[config.mk]
export PLATFORM = sky130hd
export DESIGN_NAME = reg_file
export DESIGN_NICKNAME = d
export VERILOG_FILES = /design/src/rtl/reg_file.sv
export SDC_FILE = /design/constraint.sdc
export NUM_CORES = 1
export LEC_CHECK = 0
export ABC_AREA = 0
export BUFFER_PORTS_ARGS = -buffer_cell sky130_fd_sc_hd__buf_2
export CORE_UTILIZATION = 64
export DETAILED_ROUTE_END_ITERATION = 6
export GPL_TIMING_DRIVEN = 0
export PLACE_DENSITY = 0.92
export SLEW_MARGIN = 10
export SYNTH_ARGS = -nofsm -noshare
export SYNTH_HDL_FRONTEND = slang
export SYNTH_SLANG_ARGS = --single-unit
[constraint.sdc]
create_clock -name clk -period 3 [get_ports clk]
set_input_delay 0.6 -clock clk [delete_from_list [all_inputs] [get_ports clk]]
set_output_delay 0.6 -clock clk [all_outputs]
set_load 0.005 [all_outputs]
[src/rtl/reg_file.sv]
// reg_file: 8 x 16-bit register file with two registered read ports and one write port.
// r0 is hardwired to zero. Read data is registered (one-cycle latency), and a write to
// the register being read on the same edge is forwarded to the read output.
//
// Ports:
//   clk       rising-edge clock
//   rst_n     asynchronous active-low reset; clears all registers and read outputs
//   i_raddr1  read port 1 index         o_rdata1  read port 1 data (registered)
//   i_raddr2  read port 2 index         o_rdata2  read port 2 data (registered)
//   i_we      write enable
//   i_waddr   write index
//   i_wdata   write data
//   o_dbg_r1  combinational view of r1 contents (no bypass)
module reg_file #(
  parameter int unsigned DATA_W = 16,
  parameter int unsigned ADDR_W = 3
) (
  input  logic              clk,
  input  logic              rst_n,
  input  logic [ADDR_W-1:0] i_raddr1,
  output logic [DATA_W-1:0] o_rdata1,
  input  logic [ADDR_W-1:0] i_raddr2,
  output logic [DATA_W-1:0] o_rdata2,
  input  logic              i_we,
  input  logic [ADDR_W-1:0] i_waddr,
  input  logic [DATA_W-1:0] i_wdata,
  output logic [DATA_W-1:0] o_dbg_r1
);

  localparam int unsigned NumRegs = 2 ** ADDR_W;

  // r0 has no storage at all, so nothing on the write inputs can ever make it non-zero.
  logic [DATA_W-1:0] r_regs [1:NumRegs-1];
  logic [DATA_W-1:0] r_rdata1;
  logic [DATA_W-1:0] r_rdata2;
  logic [DATA_W-1:0] w_rdata1_d;
  logic [DATA_W-1:0] w_rdata2_d;

  // Read muxes: index 0 falls through to the zero default. A matching write on the same
  // edge takes priority so decode never sees the stale value.
  always_comb begin
    w_rdata1_d = '0;
    w_rdata2_d = '0;
    for (int unsigned i = 1; i < NumRegs; i++) begin
      if (i_raddr1 == ADDR_W'(i)) begin
        w_rdata1_d = (i_we && (i_waddr == ADDR_W'(i))) ? i_wdata : r_regs[i];
      end
      if (i_raddr2 == ADDR_W'(i)) begin
        w_rdata2_d = (i_we && (i_waddr == ADDR_W'(i))) ? i_wdata : r_regs[i];
      end
    end
  end

  always_ff @(posedge clk or negedge rst_n) begin
    if (!rst_n) begin
      for (int unsigned i = 1; i < NumRegs; i++) begin
        r_regs[i] <= '0;
      end
      r_rdata1 <= '0;
      r_rdata2 <= '0;
    end else begin
      for (int unsigned i = 1; i < NumRegs; i++) begin
        if (i_we && (i_waddr == ADDR_W'(i))) begin
          r_regs[i] <= i_wdata;
        end
      end
      r_rdata1 <= w_rdata1_d;
      r_rdata2 <= w_rdata2_d;
    end
  end

  assign o_rdata1 = r_rdata1;
  assign o_rdata2 = r_rdata2;
  assign o_dbg_r1 = r_regs[1];

endmodule

==> impl_metrics.py <==
metrics = {
    "sta": {
        "tightest_slew_ns": 0.9520,
        "setup_viol_count_final": 0,
        "setup_slack_ns": 0.6610,
        "finalCritPeriodShare": 0.7797,
        "fin_crit_ns": 2.339,
        "hold_viol_final": 0,
        "rsz0062_at_grt": "false",
        "fin_setup_tns_ns": 0,
        "fin_skew_ns": 0.007092,
        "fmax_mhz": 427.5,
        "slew_viol_final": 0,
        "relSlewSlack": 0.3653,
    },
    "placement": {
        "gp_congestion": 0.9338,
        "port_buffers": 59,
        "dp_cells": 878,
        "place_ws_ns": 0.3465,
        "dp_hpwl_mm": 13.37,
        "postPlaceCellArea_um2": 7665,
    },
    "power_and_ir_drop": {
        "p_clk_frac": 0.335,
        "power_density_nw_per_um2": 689.2,
        "p_comb_frac": 0.219,
        "p_sw_frac": 0.3018,
        "p_leak_nw": 3.906,
        "p_sw_mw": 1.705,
        "vdd_drop_max_mv": 0.4865,
        "p_int_mw": 3.944,
        "p_seq_frac": 0.446,
    },
    "setup_path": {
        "timing.rr.start": "o_dbg_r1[14]",
        "cp.arrival_ns": 2.75,
        "required_ns": 3.41,
        "reg2reg_depth": 5,
        "r2r-end": "o_rdata1[14]",
        "worstPathMaxFanout": 10,
        "cp-end-kind": "flip-flop",
        "worstSetupStartpointType": "input port",
        "rrSetupSlack_ns": 1.43,
        "critPathKind": "in -> reg",
    },
    "synthesis": {
        "synth_seq_cells": 144,
        "synth_cell_types": 55,
        "ys_warn_count": 0,
        "synth_top_area_share": 0.5032,
        "synth_area_um2": 7161,
        "yosys_most_used_dff": "dfrtp_1",
        "ys_top_cells_by_area": "dfrtp_1 50%, mux2_2 7.7%, mux2i_1 6.8%",
        "syn_avg_cell_area_um2": 10.56,
        "synth_top_cell_by_area": "dfrtp_1",
        "syn_inst": 678,
        "synthArstFlopShare": 1.000,
        "syn_nets": 706,
        "ys_seq_area_frac": 0.5032,
        "synth_edf_count": 0,
    },
    "clocking": {
        "path_clk_slew_ns": 0.06,
        "cts_sinks": 144,
        "clock_tree.root_cell": "clkbuf_8",
        "htree_num_levels": 4,
        "cts_tree": "yes",
        "clk_latency_ns": 0.54,
        "cts_buffer_depth": 2,
        "postCtsHoldBufs": 0,
        "post-cts-setup-buffers": 0,
        "cts_buffers": 17,
        "post_cts_resized": 0,
    },
    "routing": {
        "vias_per_cell": 6.723,
        "postRouteAntennaNets": 0,
        "avgRoutedWirePerCell_um": 23.19,
        "finalWirelength_mm": 21.10,
        "drt_iter0_markers": 616,
        "firstDrtPassIters": 5,
        "drc": 0,
        "via_count": 6118,
    },
    "die": {
        "chipHeight_um": 107.8,
        "coreArea_um2": 10890,
        "num_rows": 38,
        "num_io_pins": 76,
        "die_area_um2": 11620,
        "die_x_um": 107.8,
        "start_util": 0.6577,
    },
    "global_routing": {
        "grt_use_total": 0.3788,
        "antenna_found_initial": 0,
        "first_global_vias": 6130,
        "grt_pass1_wl_mm": 32.17,
        "grt_max_degree": 75,
        "overflow": 0,
    },
    "job": {
        "drv_cap": 0,
    },
    "layout": {
        "fin_cells": 910,
        "final_layout_size_suffix_gt1_frac": 0.2481,
        "layout.nets": 785,
        "fin_util": 0.7528,
        "layout_common_cells": "144 x dfrtp_1, 63 x buf_2, 56 x o22ai_1",
        "syn_to_final_growth_pct": 14.47,
        "antenna_cells": 0,
        "layout_commonest_cell": "dfrtp_1",
        "final_cell_area_um2": 8197,
    },
    "status": {
        "outcome": "finished clean",
    },
    "worst_hold_path": {
        "hold_path.class": "in -> async",
    },
}
[stage by stage]
stage          hold WS, ns  power [mW]
3_3_place_gp        0.4791       3.627
3_5_place_dp        0.4915       3.731
5_1_grt             0.1394       5.857
6_report           0.07360       5.649
4_1_cts             0.1072       5.615
2_1_floorplan       0.3044       3.302
[worst max-delay path by stage]
stage                     start            to  depth (start not counted)
floorplan            i_waddr[1]  o_rdata2[14]                          7
detailed placement  i_raddr2[0]  o_rdata2[12]                          6
global placement          rst_n  o_rdata1[10]                          1
finish              i_raddr2[0]   o_rdata2[6]                          6
CTS                 i_raddr2[0]   o_rdata2[6]                          6
global route        i_raddr2[0]  o_rdata2[12]                          6
[layer usage]
metal  routed length (µm)  track usage  vias up
met5                    0            0        -
met3                 2297      0.09504      125
met4                 1175       0.2515        0
li1                     -            -     2565
met1                 7472       0.4448     2953
met2                10160       0.6154      475
[critical path, stage by stage]
cell and delay [ns]:
clkbuf_1 0.38, nand2b_1 0.45, clkbuf_1 0.77, o22ai_1 0.18, nor3_1 0.28, nor3_1 0.10
[cell families after synthesis]
group | count (synthesis) | synth area share
AO/OA/AOI/OAI | 131 | 0.1325
XOR/XNOR | 3 | 0.003670
buffers and inverters | 125 | 0.08789
flip-flops | 144 | 0.5032
multiplexers | 100 | 0.1492
AND/OR/NAND/NOR | 175 | 0.1235
[synthesized netlist by cell type (2+ instances only)]
master,number
buf_6,2
nor4_1,2
a21oi_1,4
mux2i_1,49
buf_2,5
nor4bb_1,2
inv_1,49
nand3_1,3
a211oi_1,15
nand2b_1,5
o22ai_1,56
a22o_1,13
a221oi_1,12
nand3b_1,2
and4bb_1,3
buf_4,37
xnor2_1,2
nor2_1,37
o2bb2ai_1,2
clkbuf_1,32
nand2_1,47
dfrtp_1,144
nor3_1,55
o21ai_0,4
nand4b_1,2
a21o_1,12
and2_1,2
mux2_2,49
nor2b_1,4
a32oi_1,2
[power groups by stage]
| stage | logic (mW) | clock network, mW | registers (mW) |
|---|---|---|---|
| after floorplan | 0.803 | 0 | 2.50 |
| after global placement | 1.12 | 0 | 2.51 |
| after detailed placement | 1.19 | 0 | 2.54 |
| after CTS | 1.22 | 1.88 | 2.51 |
| after global routing | 1.34 | 1.97 | 2.55 |
| final | 1.24 | 1.89 | 2.52 |
[state kept, by name, indices dropped and copies added, names as in the netlist]
name      count
o_dbg_r1     16
o_rdata1     16
o_rdata2     16
r_regs       96
[area by class of cell]
| type | instances | area, µm² |
|---|---|---|
| plain buffers | 76 | 445.4 |
| clock buffers | 20 | 445.4 |
| clock inverters | 12 | 86.33 |
| fillers | 698 | 2691 |
| inverters | 49 | 183.9 |
| multi-input cells | 409 | 2928 |
| flip-flops and latches | 144 | 3603 |
| well taps | 140 | 175.2 |
| repair buffers | 60 | 329.1 |
No activity file was read; power rests on OpenSTA's default activity.
